### config.mk
export PLATFORM = sky130hd
export DESIGN_NAME = aim65_bus_ctrl
export DESIGN_NICKNAME = d
export VERILOG_FILES = /design/src/rtl/aim65_pkg.sv /design/src/rtl/aim65_ws_fsm.sv /design/src/rtl/aim65_bus_ctrl.sv
export SDC_FILE = /design/constraint.sdc
export NUM_CORES = 1
export LEC_CHECK = 0
export ABC_AREA = 1
export CORE_ASPECT_RATIO = 0.8
export CORE_MARGIN = 2
export CORE_UTILIZATION = 34
export DETAILED_ROUTE_END_ITERATION = 6
export MAX_ROUTING_LAYER = met4
export PLACE_DENSITY_LB_ADDON = 0.25
export SLEW_MARGIN = 20
export SYNTH_ARGS = -nofsm -noshare
export SYNTH_HDL_FRONTEND = slang
export SYNTH_HIERARCHICAL = 1
export SYNTH_SLANG_ARGS = --single-unit
export TNS_END_PERCENT = 20
### constraint.sdc
create_clock -name cpu_clk -period 1.8 [get_ports cpu_clk]
set_clock_uncertainty 0.05 [all_clocks]
set_input_delay 0.18 -clock cpu_clk [delete_from_list [all_inputs] [get_ports cpu_clk]]
set_output_delay 0.18 -clock cpu_clk [all_outputs]
set_load 0.01 [all_outputs]
### src/rtl/aim65_pkg.sv
// Shared definitions for the AIM-65 bus controller: address regions and page numbers.
package aim65_pkg;

  typedef enum logic [2:0] {
    REG_RAM,
    REG_IO,
    REG_Z22,
    REG_Z23,
    REG_Z24,
    REG_Z25,
    REG_Z26,
    REG_NONE
  } region_e;

  // Upper address nibble of each fixed 4K page
  localparam logic [3:0] PAGE_IO  = 4'hA;
  localparam logic [3:0] PAGE_Z26 = 4'hB;
  localparam logic [3:0] PAGE_Z25 = 4'hC;
  localparam logic [3:0] PAGE_Z24 = 4'hD;
  localparam logic [3:0] PAGE_Z23 = 4'hE;
  localparam logic [3:0] PAGE_Z22 = 4'hF;

  localparam int IO_WAIT_MAX = 15;

endpackage

### src/rtl/aim65_ws_fsm.sv
// I/O wait-state generator: holds rdy low for IO_WAIT cycles per new I/O access.
//
//  state  | meaning
//  -------+---------------------------------------------------------------
//  S_IDLE | rdy high unless a fresh I/O access starts this cycle
//  S_WAIT | counting down; rdy goes high on the cycle the count reaches 0
module aim65_ws_fsm
  import aim65_pkg::*;
#(
  parameter int IO_WAIT = 0
) (
  input  logic        cpu_clk,
  input  logic        reset,
  input  logic        io_acc,
  input  logic [15:0] addr,
  output logic        rdy
);

  typedef enum logic {S_IDLE, S_WAIT} state_e;

  localparam int         WAIT_CLAMP = (IO_WAIT > IO_WAIT_MAX) ? IO_WAIT_MAX : IO_WAIT;
  localparam logic [3:0] LOAD       = (WAIT_CLAMP > 0) ? 4'(WAIT_CLAMP - 1) : 4'd0;
  localparam logic       WAIT_EN    = (WAIT_CLAMP > 0);

  state_e      state_q, state_d;
  logic [3:0]  cnt_q, cnt_d;
  logic        hold_q, hold_d;
  logic [15:0] hold_addr_q, hold_addr_d;
  logic        rdy_fsm;

  // State, countdown and "already waited on this address" tracking
  always_ff @(posedge cpu_clk or posedge reset) begin
    if (reset) begin
      state_q     <= S_IDLE;
      cnt_q       <= 4'd0;
      hold_q      <= 1'b0;
      hold_addr_q <= 16'd0;
    end else begin
      state_q     <= state_d;
      cnt_q       <= cnt_d;
      hold_q      <= hold_d;
      hold_addr_q <= hold_addr_d;
    end
  end

  // Next state; an address the CPU keeps driving after its wait completed is not re-waited
  always_comb begin
    state_d     = state_q;
    cnt_d       = cnt_q;
    hold_d      = hold_q;
    hold_addr_d = hold_addr_q;
    rdy_fsm     = 1'b1;
    case (state_q)
      S_IDLE: begin
        if (!io_acc || (addr != hold_addr_q)) hold_d = 1'b0;
        if (io_acc && WAIT_EN && !(hold_q && (addr == hold_addr_q))) begin
          rdy_fsm = 1'b0;
          cnt_d   = LOAD;
          state_d = S_WAIT;
        end
      end
      S_WAIT: begin
        if (cnt_q == 4'd0) begin
          state_d     = S_IDLE;
          hold_d      = 1'b1;
          hold_addr_d = addr;
        end else begin
          rdy_fsm = 1'b0;
          cnt_d   = cnt_q - 4'd1;
        end
      end
      default: state_d = S_IDLE;
    endcase
  end

  // Reset must release the CPU immediately, even while an I/O address is on the bus
  assign rdy = rdy_fsm | reset;

endmodule

### src/rtl/aim65_bus_ctrl.sv
// AIM-65 system bus controller: address decode, registered read mux,
// I/O wait states and run-time extension ROM image switching.
module aim65_bus_ctrl
  import aim65_pkg::*;
#(
  parameter int         RAM_AW     = 15,
  parameter int         NUM_IMAGES = 3,
  parameter int         SEL_W      = 2,
  parameter int         IO_WAIT    = 0,
  parameter logic [7:0] OPEN_BUS   = 8'hFF
) (
  input  logic                    cpu_clk,
  input  logic                    reset,
  input  logic [15:0]             addr,
  input  logic                    rw,
  input  logic                    sync,
  input  logic [SEL_W-1:0]        ext_selector,
  input  logic [7:0]              ram_do,
  input  logic [7:0]              z22_do,
  input  logic [7:0]              z23_do,
  input  logic [7:0]              z24_do,
  input  logic [8*NUM_IMAGES-1:0] z25_do,
  input  logic [8*NUM_IMAGES-1:0] z26_do,
  input  logic [31:0]             io_do,
  output logic                    ram_cs,
  output logic                    z22_cs,
  output logic                    z23_cs,
  output logic                    z24_cs,
  output logic                    z25_cs,
  output logic                    z26_cs,
  output logic [3:0]              io_cs,
  output logic [7:0]              cpu_data,
  output logic                    rdy,
  output logic [SEL_W-1:0]        ext_active,
  output logic                    unmapped
);

  localparam logic [SEL_W:0] NUM_IMG_W = (SEL_W + 1)'(NUM_IMAGES);

  region_e          region;
  region_e          sel_q, sel_d;
  logic [1:0]       iopg_q, iopg_d;
  logic [SEL_W-1:0] img_q, img_d;
  logic [SEL_W-1:0] sync_s1_q, sync_s1_d;
  logic [SEL_W-1:0] sync_s2_q, sync_s2_d;
  logic [SEL_W-1:0] ext_active_q, ext_active_d;
  logic             unmapped_q, unmapped_d;
  logic             in_socket;
  logic             req_ok;

  // Address decode; RAM has priority so a small RAM_AW just leaves a hole below Axxx
  always_comb begin
    region = REG_NONE;
    if ((addr >> RAM_AW) == 16'd0) begin
      region = REG_RAM;
    end else begin
      case (addr[15:12])
        PAGE_IO:  region = REG_IO;
        PAGE_Z26: region = REG_Z26;
        PAGE_Z25: region = REG_Z25;
        PAGE_Z24: region = REG_Z24;
        PAGE_Z23: region = REG_Z23;
        PAGE_Z22: region = REG_Z22;
        default:  region = REG_NONE;
      endcase
    end
  end

  assign ram_cs = (region == REG_RAM);
  assign z22_cs = (region == REG_Z22);
  assign z23_cs = (region == REG_Z23);
  assign z24_cs = (region == REG_Z24);
  assign z25_cs = (region == REG_Z25);
  assign z26_cs = (region == REG_Z26);

  // One-hot I/O page select from addr[11:10]
  always_comb begin
    io_cs = 4'b0000;
    if (region == REG_IO) io_cs[addr[11:10]] = 1'b1;
  end

  aim65_ws_fsm #(
    .IO_WAIT (IO_WAIT)
  ) u_ws_fsm (
    .cpu_clk (cpu_clk),
    .reset   (reset),
    .io_acc  (region == REG_IO),
    .addr    (addr),
    .rdy     (rdy)
  );

  assign in_socket = (addr[15:12] == PAGE_Z26) || (addr[15:12] == PAGE_Z25);
  assign req_ok    = ({1'b0, sync_s2_q} < NUM_IMG_W);

  // Read-source register, selector synchroniser, image commit and sticky unmapped flag
  always_ff @(posedge cpu_clk or posedge reset) begin
    if (reset) begin
      sel_q        <= REG_NONE;
      iopg_q       <= 2'd0;
      img_q        <= '0;
      sync_s1_q    <= '0;
      sync_s2_q    <= '0;
      ext_active_q <= '0;
      unmapped_q   <= 1'b0;
    end else begin
      sel_q        <= sel_d;
      iopg_q       <= iopg_d;
      img_q        <= img_d;
      sync_s1_q    <= sync_s1_d;
      sync_s2_q    <= sync_s2_d;
      ext_active_q <= ext_active_d;
      unmapped_q   <= unmapped_d;
    end
  end

  // Capture the source once the access completes; write cycles park the mux on open bus
  always_comb begin
    sel_d  = sel_q;
    iopg_d = iopg_q;
    img_d  = img_q;
    if (rdy) begin
      sel_d  = rw ? region : REG_NONE;
      iopg_d = addr[11:10];
      img_d  = ext_active_q;
    end
    sync_s1_d    = ext_selector;
    sync_s2_d    = sync_s1_q;
    ext_active_d = ext_active_q;
    // Only switch images at an opcode fetch outside the sockets, so no socket read is split
    if (sync && rdy && !in_socket && req_ok) ext_active_d = sync_s2_q;
    unmapped_d = unmapped_q | ((region == REG_NONE) && rdy);
  end

  // Read-data mux driven by the registered select (matches 1-cycle synchronous memories)
  always_comb begin
    cpu_data = OPEN_BUS;
    case (sel_q)
      REG_RAM: cpu_data = ram_do;
      REG_IO: begin
        case (iopg_q)
          2'd0:    cpu_data = io_do[7:0];
          2'd1:    cpu_data = io_do[15:8];
          2'd2:    cpu_data = io_do[23:16];
          default: cpu_data = io_do[31:24];
        endcase
      end
      REG_Z22: cpu_data = z22_do;
      REG_Z23: cpu_data = z23_do;
      REG_Z24: cpu_data = z24_do;
      REG_Z25: begin
        for (int i = 0; i < NUM_IMAGES; i++)
          if (img_q == SEL_W'(i)) cpu_data = z25_do[8*i +: 8];
      end
      REG_Z26: begin
        for (int i = 0; i < NUM_IMAGES; i++)
          if (img_q == SEL_W'(i)) cpu_data = z26_do[8*i +: 8];
      end
      default: cpu_data = OPEN_BUS;
    endcase
  end

  assign ext_active = ext_active_q;
  assign unmapped   = unmapped_q;

endmodule

==> flow_metrics.env, run 1 <==
export IMPL_cp_required_ns=1.57
export IMPL_grt_overflow=0
export IMPL_hold_slack_ns=0.174
export IMPL_grt_pass1_wl_um=12500
export IMPL_cts_root_buffer="clkbuf_8"
export IMPL_post_place_ws_ns=-0.267
export IMPL_hold_viol=0
export IMPL_antenna_found_initial=0
export IMPL_die_h_um=72.4
export IMPL_die_area_um2=6480
export IMPL_insertion_delay_ns=0.25
export IMPL_drv_slew=0
export IMPL_crit_path_max_fanout=10
export IMPL_io_buffers=145
export IMPL_num_io_pins=156
export IMPL_design_area_um2=3980
export IMPL_drc=0
export IMPL_critPathLaunchType="flip-flop"
export IMPL_place_gp_congestion=0.941
export IMPL_grtUsageTotal=0.250
export IMPL_fmax_mhz=523
export IMPL_avgSynthCellArea_um2=5.48
export IMPL_area_growth_pct=100
export IMPL_slew_headroom=0.636
export IMPL_violations="negative setup slack"
export IMPL_vias=3043
export IMPL_grt_start_max_net_pins=19
export IMPL_dp_hpwl_um=6360
export IMPL_antenna_cells=0
export IMPL_drive_gt1_frac=0.168
export IMPL_ant_nets=0
export IMPL_drt_pass1_iterations=4
export IMPL_via_per_inst=4.88
export IMPL_rows=24
export IMPL_die_width_um=89.5
export IMPL_clock_sinks=19
export IMPL_p_leak_nw=1.97
export IMPL_clkTransAtPathRegs_ns=0.07
export IMPL_hp_class="in -> async"
export IMPL_htree_levels=1
export IMPL_rsz0062_at_grt="true"
export IMPL_synth_area_um2=1990
export IMPL_grt_pass1_vias=2809
export IMPL_drt_initial_drc_count=115
export IMPL_total_power_w=0.00169
export IMPL_crit_arrival_ns=1.68
export IMPL_power_density_nw_per_um2=426
export IMPL_avgRoutedWirePerCell_um=13.0
export IMPL_layout_setup_ws_ns=-0.111
export IMPL_start_util=0.358
export IMPL_synth_nets=498
export IMPL_placed_cell_area_um2=3750
export IMPL_peakVddDrop_v=0.000314
export IMPL_nets=682
export IMPL_worstMarginPinSlew_ns=0.546
export IMPL_fin_crit_ns=1.91
export IMPL_maxCapViolations=0
export IMPL_fin_util=0.716
export IMPL_cts_buffers_inserted=3
export IMPL_setup_viol=8
export IMPL_critPathKind="reg -> out"
export IMPL_cts_tree="built"
export IMPL_clock_path_buffers=2
export IMPL_status="finished with violations"
export IMPL_netlist_instances=363
export IMPL_yosysWarnings=6
export IMPL_fillerInstances=492
export IMPL_core_region_area_um2=5560
export IMPL_reg2reg_slack_ns=0.14
export IMPL_period_share=1.06
export IMPL_end_kind="primary output"
export IMPL_routed_wl_um=8100
[worst paths after layout]
kind                                         from               end  cells past startpoint
worst max-delay path                     sel_q[2]       cpu_data[6]                      7
worst min-delay path                        reset  u_ws_fsm/state_q                      3
worst max register to register  u_ws_fsm/cnt_q[0]     ext_active[0]                     12
worst min register to register       sync_s1_q[1]      sync_s2_q[1]                      0
max in group asynchronous                   reset          sel_q[0]                      2
min in group cpu_clk                 sync_s1_q[1]      sync_s2_q[1]                      0
[power by group]
group / internal (W) / switching [W] / total, W / leakage [nW]
clock network: 0.000157 / 0.000136 / 0.000293 / 0.0228
registers: 0.000455 / 0.0000339 / 0.000489 / 0.229
logic: 0.000515 / 0.000398 / 0.000912 / 1.72
[worst max-delay path, cell delays in order (launching register included)]
cell and delay [ns]:
dfstp_2 0.66, inv_8 0.08, buf_8 0.14, nand3_1 0.08
nand2_1 0.07, nor2_2 0.13, nand4_1 0.10, buf_2 0.16
[registers in the layout, summed over array words and instances (netlist names)]
| register | flops |
|---|---|
| iopg_q | 2 |
| sel_q | 3 |
| sync_s2_q | 2 |
| img_q | 2 |
| u_ws_fsm/state_q | 1 |
| sync_s1_q | 2 |
| u_ws_fsm/cnt_q | 4 |
| ext_active | 2 |
| unmapped | 1 |
[metrics by stage]
step	setup TNS, ns	instances
floorplan	0	363
global placement	-2.22	608
detailed placement	-2.50	608
CTS	-0.189	616
global route	-1.45	624
finish	-0.610	624
[cell type report]
class,count,area (µm²),area share
clock buffers,4,45.0,0.0113
inverters,39,161,0.0406
multi-input cells,293,1370,0.345
flip-flops and latches,19,479,0.121
well taps,78,97.6,0.0245
repair buffers,191,1820,0.458
[repair_timing]
action,4_1_cts,5_1_grt
hold buffers,0,0
pin swaps,10,5
gates resized for setup,58,21
buffers inserted,3,8
gates cloned,1,0
endpoints found under the setup margin,15,17
[placed cells by master (no fill, tap or decap), types with 2 or more instances in the layout]
cell type and count:
nor3_1 5, a21oi_1 16, inv_1 27, nand3_2 4, clkdlybuf4s50_1 127, buf_12 3, nand3_1 38, o211ai_1 2
nor2_1 44, nor2_2 8, o21ai_1 3, inv_4 3, dlymetal6s2s_1 2, inv_2 8, buf_2 8, nand4_1 16
nand2_1 124, dfrtp_1 16, dlygate4sd2_1 7, buf_6 4, clkbuf_8 3, dfstp_2 3, nor2_4 2, o21ai_0 24
buf_8 2, buf_4 37
[layer usage]
metal | up-vias | share of wire | global-route usage
li1 | 1540 | - | -
met3 | 6 | 0.067 | 0.0410
met1 | 1383 | 0.44 | 0.325
met4 | 0 | 0.0086 | 0.0431
met5 | - | 0 | -
met2 | 114 | 0.48 | 0.416
Note: power is estimated with default switching activity, not from simulation.
==> run 2, diff against run 1 <==
ABC_AREA = unset   (was 1)
CORE_UTILIZATION = 32   (was 34)
PLACE_DENSITY = 0.9   (was unset)
PLACE_DENSITY_LB_ADDON = unset   (was 0.25)
==> flow_metrics.env, run 2 <==
export IMPL_critPathLaunchType="flip-flop"
export IMPL_insertion_delay_ns=0.26
export IMPL_cp_required_ns=1.57
export IMPL_period_share=1.18
export IMPL_worstMarginPinSlew_ns=0.537
export IMPL_core_region_area_um2=5410
export IMPL_fmax_mhz=471
export IMPL_crit_arrival_ns=1.90
export IMPL_rows=24
export IMPL_drt_initial_drc_count=90
export IMPL_peakVddDrop_v=0.000465
export IMPL_holdBufCountCts=0
export IMPL_power_density_nw_per_um2=439
export IMPL_clkTransAtPathRegs_ns=0.07
export IMPL_drive_gt1_frac=0.286
export IMPL_rsz0062_at_grt="true"
export IMPL_htree_levels=1
export IMPL_yosysTopAreaCell="dfrtp_1"
export IMPL_ant_nets=0
export IMPL_synth_flop_cell="dfrtp_1"
export IMPL_violations="negative setup slack"
export IMPL_p_leak_nw=1.59
export IMPL_hp_class="in -> async"
export IMPL_start_util=0.330
export IMPL_routed_wl_um=8070
export IMPL_grt_util_met3=0.0700
export IMPL_ys_async_sr_fraction=1.00
export IMPL_layout_common_cells="127 x clkdlybuf4s50_1, 31 x buf_4, 25 x mux2i_1, 18 x mux2_2"
export IMPL_antenna_found_initial=0
export IMPL_crit_path_max_fanout=8
export IMPL_yosysWarnings=6
export IMPL_setup_tns_ns=-2.43
export IMPL_grtUsageMet1=0.301
export IMPL_layoutNonFillerInstCount=436
export IMPL_via_per_inst=5.49
export IMPL_nets=507
export IMPL_antenna_cells=0
export IMPL_combinationalPowerShare=0.516
export IMPL_yosys_area_top_type_share=0.224
export IMPL_power_switching_w=0.000491
export IMPL_ys_seq_elements=19
export IMPL_dp_hpwl_um=6660
export IMPL_cts_root_buffer="clkbuf_8"
export IMPL_fin_util=0.684
export IMPL_netlist_instances=200
export IMPL_clkPwrFrac=0.183
export IMPL_setup_viol=10
export IMPL_placedCellCount=428
export IMPL_clock_sinks=19
export IMPL_post_synth_top_count_cell="mux2i_1"
export IMPL_io_buffers=145
export IMPL_grt_pass1_vias=2528
export IMPL_grtUsageTotal=0.262
export IMPL_die_area_um2=6190
export IMPL_largest_reg_flops=4
export IMPL_die_width_um=87.5
export IMPL_drc=0
export IMPL_synth_nets=335
export IMPL_hold_viol=0
export IMPL_area_growth_pct=107
export IMPL_avgRoutedWirePerCell_um=18.5
export IMPL_grt_start_max_net_pins=15
export IMPL_grt_overflow=0
export IMPL_grtUsageMet2=0.446
export IMPL_hold_slack_ns=0.249
export IMPL_seqPwrFrac=0.301
export IMPL_yosysUniqueCellTypes=39
export IMPL_cts_buffers_inserted=3
export IMPL_swShare=0.303
export IMPL_synth_edff_count=0
export IMPL_p_int_w=0.00113
export IMPL_synth_common_cells="25 x mux2i_1, 20 x mux2_2, 19 x o221ai_1"
export IMPL_vias=2394
export IMPL_final_common_cell="clkdlybuf4s50_1"
export IMPL_ys_seq_area_frac=0.269
export IMPL_die_h_um=70.8
export IMPL_drv_slew=0
export IMPL_layout_setup_ws_ns=-0.325
export IMPL_grt_pass1_wl_um=12400
export IMPL_fillerInstances=420
export IMPL_fin_crit_ns=2.13
export IMPL_critPathKind="reg -> out"
export IMPL_synthTopCellsByArea="dfrtp_1 22%, mux2i_1 14%, mux2_2 13%"
export IMPL_clock_path_buffers=2
export IMPL_r2r_cells=8
export IMPL_total_power_w=0.00162
export IMPL_num_io_pins=156
export IMPL_top_regs="u_ws_fsm/cnt_q x4, sel_q x3"
export IMPL_avgSynthCellArea_um2=8.92
export IMPL_place_gp_congestion=0.886
export IMPL_synth_area_um2=1780
export IMPL_cts_tree="built"
export IMPL_end_kind="primary output"
export IMPL_maxCapViolations=0
export IMPL_busiest_layer="met2"
export IMPL_drt_pass1_iterations=6
export IMPL_regMostFlops="u_ws_fsm/cnt_q"
export IMPL_status="finished with violations"
export IMPL_slew_headroom=0.642
==> run 2: changes by cell type in the layout (fill, tap and decap cells not counted), sizes merged, moves of 22 or more <==
| cell | before | now |
|---|---|---|
| nand2 | 126 | 16 |
| nand3 | 43 | 2 |
| nor2 | 54 | 16 |
| inv | 39 | 7 |
| mux2i | 0 | 25 |
| o21ai | 27 | 4 |
| mux2 | 0 | 22 |
==> run 2: final timing paths <==
kind / from / end / slack (ns)
worst max-delay path: img_q[1] / cpu_data[7] / -0.33
worst min-delay path: reset / u_ws_fsm/cnt_q[1] / 0.25
worst max register to register: u_ws_fsm/cnt_q[1] / ext_active[1] / -0.09
worst min register to register: sync_s1_q[1] / sync_s2_q[1] / 0.30
max in group asynchronous: reset / img_q[1] / 1.06
min in group cpu_clk: sync_s1_q[1] / sync_s2_q[1] / 0.30
==> run 2: repair_timing <==
action,CTS,global route
hold endpoints to repair,0,0
cloned,0,0
buffers inserted,6,1
pin swaps,8,3
gates resized for setup,71,11
endpoints found under the setup margin,18,19
==> run 2: logic make-up (layout without fill, tap and decap cells) <==
| logic type | count (synthesis) | count (layout) | synth area share |
|---|---|---|---|
| buffers and inverters | 23 | 194 | 0.0540 |
| AOI/OAI and AO/OA | 47 | 47 | 0.195 |
| muxes | 47 | 47 | 0.279 |
| DFF | 19 | 19 | 0.269 |
| xor gates and xnor gates | 1 | 1 | 0.00491 |
| and+or+nand+nor | 62 | 62 | 0.191 |
| adders and majority gates | 1 | 1 | 0.00701 |
==> run 2: power by group through the flow <==
stage	Sequential, W	Combinational [W]	Clock [W]
floorplan	0.000479	0.000315	0
global placement	0.000491	0.000776	0
detailed placement	0.000493	0.000796	0
CTS	0.000486	0.000816	0.000303
global route	0.000492	0.000895	0.000322
finish	0.000488	0.000838	0.000298
==> run 2: final cells by class <==
cell class / instances / area [µm²] / area share
repair buffers: 183 / 1720 / 0.466
clock buffers: 4 / 45.0 / 0.0122
flip-flops and latches: 19 / 480 / 0.130
multi-input cells: 158 / 1340 / 0.362
well taps: 65 / 81.3 / 0.0220
inverters: 7 / 26.3 / 0.00711
==> run 2: worst max-delay path, cell delays in order, from the launching register on <==
cell,delay (ns)
dfrtp_2,0.48
buf_6,0.15
mux2_4,0.29
o221ai_2,0.12
nand2_1,0.07
or3_1,0.37
buf_2,0.16
==> run 2: metrics by stage <==
step	cell area [µm²]	setup WS [ns]
5_1_grt	3700	-0.417
2_1_floorplan	1800	-0.130
3_3_place_gp	3540	-0.421
6_report	3700	-0.325
4_1_cts	3680	-0.285
3_5_place_dp	3540	-0.453
==> run 2: per-layer routing <==
metal	share of wire	wire length (µm)
met3	0.10	834
met1	0.37	2980
met4	0.026	213
met2	0.50	4040
met5	0	0
